==> config.mk <==
export PLATFORM = sky130hd
export DESIGN_NAME = window_minmax
export DESIGN_NICKNAME = d
export VERILOG_FILES = /design/src/rtl/window_minmax_pkg.sv /design/src/rtl/window_minmax_mag_cmp3.sv /design/src/rtl/window_minmax.sv
export SDC_FILE = /design/constraint.sdc
export NUM_CORES = 1
export LEC_CHECK = 0
export ABC_CLOCK_PERIOD_IN_PS = 5660
export BUFFER_PORTS_ARGS = -buffer_cell sky130_fd_sc_hd__buf_2
export CAP_MARGIN = 20
export CORE_ASPECT_RATIO = 1.2
export CORE_MARGIN = 2
export CORE_UTILIZATION = 54
export CTS_CLUSTER_SIZE = 16
export DETAILED_ROUTE_END_ITERATION = 6
export PLACE_DENSITY = 0.75
export SLEW_MARGIN = 20
export SYNTH_ARGS = -nofsm -noshare
export SYNTH_HDL_FRONTEND = slang
export SYNTH_SLANG_ARGS = --single-unit
==> constraint.sdc <==
create_clock -name clk -period 5.66 [get_ports clk]
set_clock_uncertainty 0.05 [all_clocks]
set_input_delay 0 -clock clk [delete_from_list [all_inputs] [get_ports clk]]
set_output_delay 0 -clock clk [all_outputs]
set_load 0.02 [all_outputs]
==> src/rtl/window_minmax_pkg.sv <==
// rtl/window_minmax_pkg.sv - shared types and sizing helpers for window_minmax
package window_minmax_pkg;

  typedef enum logic {
    ACCUM = 1'b0,
    HOLD  = 1'b1
  } state_t;

  // Rise counter needs to hold COUNT-1 at most; never narrower than one bit.
  function automatic int rw_of(input int count);
    int w;
    w = $clog2(count);
    return (w < 1) ? 1 : w;
  endfunction

  localparam int CNT_W = 8;

endpackage

==> src/rtl/window_minmax_mag_cmp3.sv <==
// rtl/window_minmax_mag_cmp3.sv - unsigned magnitude comparator, gt/lt/eq
module mag_cmp3 #(
  parameter int WIDTH = 3
) (
  input  logic [WIDTH-1:0] a,
  input  logic [WIDTH-1:0] b,
  output logic             gt,
  output logic             lt,
  output logic             eq
);

  assign gt = (a > b);
  assign lt = (a < b);
  assign eq = (a == b);

endmodule

==> src/rtl/window_minmax.sv <==
// rtl/window_minmax.sv - per-window min/max/all-equal/rise-count summariser
module window_minmax
  import window_minmax_pkg::*;
#(
  parameter int WIDTH = 3,
  parameter int COUNT = 4
) (
  input  logic                     clk,
  input  logic                     rst,
  input  logic                     in_valid,
  output logic                     in_ready,
  input  logic [WIDTH-1:0]         in_data,
  output logic                     out_valid,
  input  logic                     out_ready,
  output logic [WIDTH-1:0]         out_min,
  output logic [WIDTH-1:0]         out_max,
  output logic                     out_all_eq,
  output logic [rw_of(COUNT)-1:0]  out_rises
);

  localparam int RW = rw_of(COUNT);

  state_t             state, state_n;
  logic [CNT_W-1:0]   cnt;
  logic [WIDTH-1:0]   min_r, max_r, prev_r;
  logic [WIDTH-1:0]   min_n, max_n;
  logic [RW-1:0]      rises_r, rises_n;
  logic               all_eq_r;
  logic               accept, first, last;
  logic               lt_min, gt_max, gt_prev;
  logic               cmp_unused_min_gt, cmp_unused_min_eq;
  logic               cmp_unused_max_lt, cmp_unused_max_eq;
  logic               cmp_unused_prev_lt, cmp_unused_prev_eq;

  mag_cmp3 #(.WIDTH(WIDTH)) u_cmp_min (
    .a(in_data), .b(min_r),
    .gt(cmp_unused_min_gt), .lt(lt_min), .eq(cmp_unused_min_eq)
  );

  mag_cmp3 #(.WIDTH(WIDTH)) u_cmp_max (
    .a(in_data), .b(max_r),
    .gt(gt_max), .lt(cmp_unused_max_lt), .eq(cmp_unused_max_eq)
  );

  mag_cmp3 #(.WIDTH(WIDTH)) u_cmp_prev (
    .a(in_data), .b(prev_r),
    .gt(gt_prev), .lt(cmp_unused_prev_lt), .eq(cmp_unused_prev_eq)
  );

  assign accept = in_valid && (state == ACCUM);
  assign first  = (cnt == '0);
  assign last   = (cnt == CNT_W'(COUNT - 1));

  // The first sample of a window seeds every tracker; later ones update on strict compares only.
  assign min_n   = (first || lt_min) ? in_data : min_r;
  assign max_n   = (first || gt_max) ? in_data : max_r;
  assign rises_n = first ? '0 : (rises_r + RW'(gt_prev));

  always_ff @(posedge clk) begin
    if (rst) begin
      state <= ACCUM;
    end else begin
      state <= state_n;
    end
  end

  always_comb begin
    state_n   = state;
    in_ready  = 1'b0;
    out_valid = 1'b0;
    case (state)
      ACCUM: begin
        in_ready = 1'b1;
        if (accept && last) state_n = HOLD;
      end
      HOLD: begin
        out_valid = 1'b1;
        if (out_ready) state_n = ACCUM;
      end
      default: state_n = ACCUM;
    endcase
  end

  always_ff @(posedge clk) begin
    if (rst) begin
      cnt      <= '0;
      min_r    <= '0;
      max_r    <= '0;
      prev_r   <= '0;
      rises_r  <= '0;
      all_eq_r <= 1'b0;
    end else if (accept) begin
      min_r   <= min_n;
      max_r   <= max_n;
      prev_r  <= in_data;
      rises_r <= rises_n;
      if (last) begin
        cnt      <= '0;
        all_eq_r <= (min_n == max_n);
      end else begin
        cnt <= cnt + 1'b1;
      end
    end
  end

  assign out_min    = min_r;
  assign out_max    = max_r;
  assign out_all_eq = all_eq_r;
  assign out_rises  = rises_r;

endmodule

==> summary.txt, run 1 <==
layout cells sized above 1 -> 0.167
post-CTS setup buffer count -> 0
vias in the first global route -> 1060
Yosys top cell by area -> dfxtp_1
Power Density -> 219 nW/um^2
cts hold-fix bufs -> 8
top cells by count, synth -> dfxtp_1, nor2_1, nand2_1
max-slew violation count -> 0
CTS buffer count -> 3
Yosys reg bits -> 21
crit path DAT -> 2200 ps
CTS tree -> built
yosys warns -> 0
asr flop ratio synth -> 0
Fin Setup TNS -> 0 ps
syn nets -> 172
initial antenna violation count -> 0
chip width -> 48.9 microns
Pwr Total -> 0.000333 W
largest net degree at the start of global routing -> 15
CTS Sinks -> 21
register area share after synthesis -> 0.322
I/O pin count -> 18
H-Tree Depth -> 1
Longest Clk Path Bufs -> 2
Final nets -> 199
DRC viols -> 0
diodes inserted -> 0
kind of critical path -> reg2reg
Rel. slew slack -> 0.660
Routed WL per cell -> 13.0 microns
Via density -> 5.49
CTS root buf -> clkbuf_4
number of synthesized flops with an enable pin -> 0
Hold Path Depth -> 4
min cycle time layout -> 2060 ps
top_reg_cell synth -> dfxtp_1
Leakage -> 0.650 nW
Synth-to-Final Area Change -> 16.6%
global route overflow -> 0
drt first pass iters -> 4
port bufs -> 17
setup violators final -> 0
Critical Path RT -> 5800 ps
Core Region -> 2280 sq um
hpwl dp -> 2040 microns
Die H -> 57.9 microns
Mean Syn Cell Area -> 8.47 sq um
fin crit share -> 0.363
VDD IR-drop max -> 0.143 mV
initial core utilization -> 0.572
first-pass GRT wire length -> 4560 microns
clk slew on worst S/H paths -> 110 ps
CP Capture Type -> register
total die area -> 2830 sq um
status -> finished clean
Tot GR Track Use -> 0.207
Fin. Hold Viols -> 0
Worst-Skew Late Latency -> 300 ps
Peak Freq -> 486 MHz
Synth Instances -> 154
Setup crit start kind -> register
worst-path maximum fanout -> 8
CTS-repair resized insts -> 0
top-area cell type share of the netlist area -> 0.322
gpl congestion -> 0.876
Slew @ Worst Pin -> 510 ps
via count -> 1159
Reg2Reg Depth -> 8
Netlist cell types -> 39
Iter 0 DRT Violations -> 21
HP Class -> in2reg
ranking of synthesized cells by area -> dfxtp_1, ha_1, nor2_1, xor2_1, a21oi_1
row count -> 19
wirelength, routed -> 2750 microns
final hold slack -> 138 ps
Mapped Area -> 1310 sq um
RSZ-0062 raised after global routing -> no
Max-cap violations -> 0
Detail Route Antenna Nets -> 0
[cells by family after synthesis]
family,count (synthesis),share of synthesized area
AO/OA/AOI/OAI,35,0.197
AND/OR/NAND/NOR,59,0.241
XOR/XNOR,10,0.0671
adder cells (fa/ha/maj),11,0.105
multiplexers,3,0.0230
flip-flops,21,0.322
buffers and inverters,15,0.0451
[area by class of cell]
type	count	area, sq um
clock buffer	4	26.3
fill	207	761
inverter	12	45.0
multi-input combinational	118	826
sequential	21	420
tap	31	38.8
timing repair buffer	25	165
[metrics by stage]
step                      utilization  instance area (sq um)  setup slack [ps]  cells
after floorplan                     -                   1310              3630    154
after global placement          0.620                   1420              3670    199
after detailed placement        0.620                   1420              3620    199
after CTS                       0.667                   1520              3600    211
after global routing            0.667                   1520              3420    211
final                           0.667                   1520              3600    211
[report_power, final]
group	switching, W	internal (W)	total (W)	leakage, nW
Sequential	0.00000846	0.000155	0.000163	0.171
Clock	0.0000451	0.0000275	0.0000725	0.0150
Combinational	0.0000573	0.0000404	0.0000977	0.464
[state kept, by name (all words and copies together), names as in the netlist]
name / flops
cnt: 8
out_all_eq: 1
out_max: 3
out_min: 3
out_rises: 2
prev_r: 3
state: 1
[routing by layer]
layer | wire length (microns) | vias up | track usage
li1 | - | 590 | -
met1 | 1210 | 548 | 0.227
met2 | 1460 | 16 | 0.403
met3 | 45 | 5 | 0.0232
met4 | 39 | 0 | 0.0857
met5 | 0 | - | 0
[path summary, 6_finish.rpt]
path	start	end	slack (ps)
max	out_max[2]	out_all_eq	3600
min	in_valid	out_rises[0]	140
min reg2reg	out_rises[1]	out_rises[1]	430
max reg2reg	out_max[2]	out_all_eq	3600
[layout by cell type (no fill, tap or decap), types with 2 or more instances in the layout]
cell type,synthesis,routed
xor2_1,7,7
nand2b_1,2,2
o21ai_0,4,4
a21oi_1,12,12
ha_1,11,11
o21ai_2,2,2
inv_1,12,12
nand3_1,6,6
o221ai_1,2,2
a31oi_1,3,3
nor2_1,21,21
clkbuf_4,0,3
dfxtp_1,21,21
buf_2,2,17
xnor2_1,3,3
a21o_1,3,3
nand2_1,15,15
dlygate4sd3_1,0,8
mux2i_1,3,3
nand4_1,4,4
[worst max-delay path, stage by stage, from the launching register on]
cell       delay [ps]
dfxtp_1           440
inv_1              70
ha_1              300
and3b_1           210
o21ai_2           300
o21ai_0           160
a31oi_1           170
o2bb2ai_1         150
o22ai_2            90
Power figures use the tool's default switching activity.
==> run 2: changes to the inputs <==
--- a/config.mk
+++ b/config.mk
@@ -5,7 +5,7 @@
 export SDC_FILE = /design/constraint.sdc
 export NUM_CORES = 1
 export LEC_CHECK = 0
-export ABC_CLOCK_PERIOD_IN_PS = 5660
+export ABC_CLOCK_PERIOD_IN_PS = 2110
 export BUFFER_PORTS_ARGS = -buffer_cell sky130_fd_sc_hd__buf_2
 export CAP_MARGIN = 20
 export CORE_ASPECT_RATIO = 1.2
==> constraint.sdc (replaced) <==
create_clock -name clk -period 2.11 [get_ports clk]
set_clock_uncertainty 0.05 [all_clocks]
set_input_delay 0 -clock clk [delete_from_list [all_inputs] [get_ports clk]]
set_output_delay 0 -clock clk [all_outputs]
set_load 0.02 [all_outputs]
==> summary.txt, run 2 (synthesis results as in run 1) <==
setup violators final -> 0
CP Cell Sequence -> dlygate4sd3_1, buf_2, ha_1, and3b_1, o21a_1, a22o_1, o21ai_0, o2bb2ai_1, o22ai_2
Reg with most FFs -> cnt
hpwl dp -> 2120 microns
Fin Setup TNS -> 0 ps
Worst-Skew Late Latency -> 290 ps
Iter 0 DRT Violations -> 15
layout cells sized above 1 -> 0.201
drt first pass iters -> 4
Setup crit start kind -> input port
Rel. slew slack -> 0.742
status -> finished clean
CTS Sinks -> 21
delay-heaviest family, CP -> compound AO/OA/AOI/OAI gates
commonest non-fill, non-tap cell in the layout -> nor2_1
worst-path maximum fanout -> 8
Leakage -> 0.672 nW
CTS tree -> built
largest net degree at the start of global routing -> 15
kind of critical path -> in2reg
first-pass GRT wire length -> 4810 microns
max reg flops -> 8
gpl congestion -> 0.865
total die area -> 2830 sq um
crit path DAT -> 2130 ps
wirelength, routed -> 2810 microns
Slew @ Worst Pin -> 386 ps
vias in the first global route -> 1105
Detail Route Antenna Nets -> 0
Synth-to-Final Area Change -> 19.9%
via count -> 1165
I/O pin count -> 18
DRC viols -> 0
reg-to-reg critical path startpoint -> out_max[2]
met3 routed WL -> 59 microns
Longest Clk Path Bufs -> 2
Critical path origin -> in_data[2]
CTS root buf -> clkbuf_4
Peak Freq -> 501 MHz
H-Tree Depth -> 1
CP Capture Type -> register
min cycle time layout -> 1990 ps
port bufs -> 17
max-slew violation count -> 0
global route overflow -> 0
routed length on met1 -> 1220 microns
Slowest cell on crit path -> dlygate4sd3_1
Max-cap violations -> 0
diodes inserted -> 0
met2 wire len -> 1510 microns
most frequent cells in the layout -> nor2_1, dfxtp_1, buf_2, nand2_1, inv_1
chip width -> 48.9 microns
initial antenna violation count -> 0
Core Region -> 2280 sq um
Final nets -> 203
RSZ-0062 raised after global routing -> no
Fillers -> 208
Pwr Total -> 0.000907 W
Worst Hold Launch -> in_valid
VDD IR-drop max -> 0.392 mV
fin crit share -> 0.945
Buf+Inv Stages, Crit Path -> 2
row count -> 19
Worst path max stage delay -> 530 ps
Die H -> 57.9 microns
Tot GR Track Use -> 0.218
Via density -> 5.42
Fin. Hold Viols -> 0
HP Class -> in2reg
CTS buffer count -> 3
Routed WL per cell -> 13.1 microns
DR top layer -> met4
clk slew on worst S/H paths -> 110 ps
Critical Path RT -> 2250 ps
initial core utilization -> 0.572
Power Density -> 579 nW/um^2
run 2: layer usage:
layer / vias to the layer above / track usage
li1: 603 / -
met3: 4 / 0.0309
met5: - / 0
met2: 12 / 0.442
met1: 546 / 0.232
met4: 0 / 0.0612
run 2: path summary, 6_finish.rpt:
kind	to	slack (ps)	cells after the start
min reg2reg	prev_r[1]	420	2
min	out_rises[0]	150	4
max	out_all_eq	120	9
max reg2reg	out_all_eq	130	8
run 2: where the power goes:
group	total, W	internal (W)	switching (W)	leakage [nW]
Clock	0.000187	0.0000736	0.000114	0.0150
Combinational	0.000281	0.000122	0.000160	0.485
Sequential	0.000438	0.000416	0.0000227	0.172
Total	0.000907	0.000611	0.000296	0.672
run 2: metrics by stage:
stage / hold slack (ps) / cells / setup WS, ps / utilization / cell area (sq um)
6_report: 146 / 215 / 115 / 0.686 / 1570
5_1_grt: 184 / 215 / 6.84 / 0.686 / 1570
4_1_cts: 138 / 212 / 67.1 / 0.670 / 1530
3_5_place_dp: 229 / 200 / 92.4 / 0.623 / 1420
3_3_place_gp: 221 / 200 / 119 / 0.623 / 1420
2_1_floorplan: 19.1 / 154 / 80.9 / - / 1310
run 2: layout make-up:
type / instances / area (sq um) / share of cell area
Clock buffer: 4 / 26.3 / 0.0168
Sequential cell: 21 / 423 / 0.270
Timing Repair Buffer: 29 / 195 / 0.125
Inverter: 12 / 45.0 / 0.0288
Tap cell: 31 / 38.8 / 0.0248
Multi-Input combinational cell: 118 / 837 / 0.535
run 2: what timing repair did:
action	in CTS	in global routing
endpoints found under the setup margin	0	1
hold buffers	8	0
hold endpoints to repair	11	0
gates resized for setup	0	4
buffers inserted	0	3
run 2: worst reg2reg max path: stages (launching register included):
cell and delay (ps):
dfxtp_2 390, inv_1 50, ha_1 290, and3b_1 230, o21a_1 230, a22o_1 230
o21ai_0 150, o2bb2ai_1 150, o22ai_2 100
==> run 3: changes to the inputs <==
--- a/config.mk
+++ b/config.mk
@@ -6,13 +6,14 @@
 export NUM_CORES = 1
 export LEC_CHECK = 0
 export ABC_CLOCK_PERIOD_IN_PS = 2110
-export BUFFER_PORTS_ARGS = -buffer_cell sky130_fd_sc_hd__buf_2
+export BUFFER_PORTS_ARGS = -buffer_cell sky130_fd_sc_hd__buf_4
 export CAP_MARGIN = 20
 export CORE_ASPECT_RATIO = 1.2
 export CORE_MARGIN = 2
 export CORE_UTILIZATION = 54
 export CTS_CLUSTER_SIZE = 16
 export DETAILED_ROUTE_END_ITERATION = 6
+export HOLD_SLACK_MARGIN = 0.08
 export PLACE_DENSITY = 0.75
 export SLEW_MARGIN = 20
 export SYNTH_ARGS = -nofsm -noshare
==> summary.txt, run 3 (synthesis results as in run 1) <==
layout cells sized above 1 -> 0.198
I/O pin count -> 18
diodes inserted -> 0
final hold slack -> 119 ps
Reg with most FFs -> cnt
chip width -> 48.9 microns
Tot GR Track Use -> 0.229
Placed Area -> 1470 sq um
CTS Sinks -> 21
reg-to-reg critical path startpoint -> out_min[2]
Die H -> 57.9 microns
port bufs -> 17
drt first pass iters -> 4
Max-cap violations -> 0
Via density -> 5.56
clk slew on worst S/H paths -> 110 ps
Longest Clk Path Bufs -> 2
HP Class -> in2reg
commonest non-fill, non-tap cell in the layout -> nor2_1
Routed WL per cell -> 13.9 microns
Rel. slew slack -> 0.745
Detail Route Antenna Nets -> 0
Fin. Hold Viols -> 0
most frequent cells in the layout -> nor2_1, buf_4, dfxtp_1, nand2_1, inv_1
pre-CTS setup slack -> 59.0 ps
wirelength, routed -> 2970 microns
Slew @ Worst Pin -> 382 ps
largest net degree at the start of global routing -> 15
Iter 0 DRT Violations -> 29
Power Density -> 581 nW/um^2
kind of critical path -> reg2reg
initial core utilization -> 0.572
min cycle time layout -> 2020 ps
gpl congestion -> 0.873
Final Worst Setup Slack -> 92.8 ps
crit path DAT -> 2160 ps
CTS tree -> built
Peak Freq -> 496 MHz
vias in the first global route -> 1125
row count -> 19
initial antenna violation count -> 0
Worst-Skew Late Latency -> 300 ps
CP Capture Type -> register
CTS root buf -> clkbuf_4
DRC viols -> 0
H-Tree Depth -> 1
status -> finished clean
total die area -> 2830 sq um
fin crit share -> 0.956
Synth-to-Final Area Change -> 22.1%
first-pass GRT wire length -> 5050 microns
Leakage -> 0.669 nW
Final nets -> 201
CTS buffer count -> 3
setup violators final -> 0
Critical path origin -> out_min[2]
global route overflow -> 0
max reg flops -> 8
max-slew violation count -> 0
FF-to-FF setup slack -> 90 ps
VDD IR-drop max -> 0.477 mV
Cell Count, Final, Fillers Out -> 213
hpwl dp -> 2170 microns
fin area -> 1590 sq um
Setup crit start kind -> register
Worst Hold Launch -> in_valid
placed insts -> 200
Critical Path RT -> 2260 ps
worst-path maximum fanout -> 7
Pwr Total -> 0.000926 W
via count -> 1184
Core Region -> 2280 sq um
==> run 3: metal layers <==
metal	global-route usage	vias to the layer above	wire (microns)
met5	0	-	0
li1	-	598	-
met3	0.0232	5	76
met1	0.266	562	1240
met4	0.0612	0	34
met2	0.446	19	1620
==> run 3: per-stage QoR <==
stage	setup TNS, ps	util
after floorplan	0	-
after global placement	0	0.642
after detailed placement	0	0.642
after CTS	0	0.684
after global routing	-2.52	0.698
final	0	0.698
==> run 3: timing repair <==
item / CTS / global route
hold buffers: 7 / 0
buffers inserted: 0 / 2
endpoints found under the hold margin: 12 / 0
endpoints found under the setup margin: 0 / 1
resized for setup: 0 / 6
==> run 3: critical path, stage by stage (launching register included) <==
cell	delay, ps
dfxtp_1	390
inv_1	90
ha_1	350
nand2_1	110
o21ai_4	260
buf_4	180
o22ai_1	70
o21ai_0	190
a21o_1	160
o22ai_2	60
==> run 3: power by group <==
| part | switching, W | leakage (nW) | internal, W |
|---|---|---|---|
| sequential | 0.0000240 | 0.172 | 0.000415 |
| clock | 0.000123 | 0.0150 | 0.0000738 |
| combinational | 0.000163 | 0.482 | 0.000128 |
| total | 0.000310 | 0.669 | 0.000617 |
==> run 3: path summary, 6_finish.rpt <==
| check | to | cells after the start |
|---|---|---|
| max | out_all_eq | 9 |
| min | out_rises[0] | 4 |
| max reg2reg | out_all_eq | 9 |
| min reg2reg | prev_r[1] | 2 |
==> run 3: area by class of cell <==
cell class                 instances  area, sq um
timing repair buffer              27          220
clock buffer                       4         26.3
fill                             207          689
inverter                          12         45.0
sequential                        21          425
tap                               31         38.8
multi-input combinational        118          837
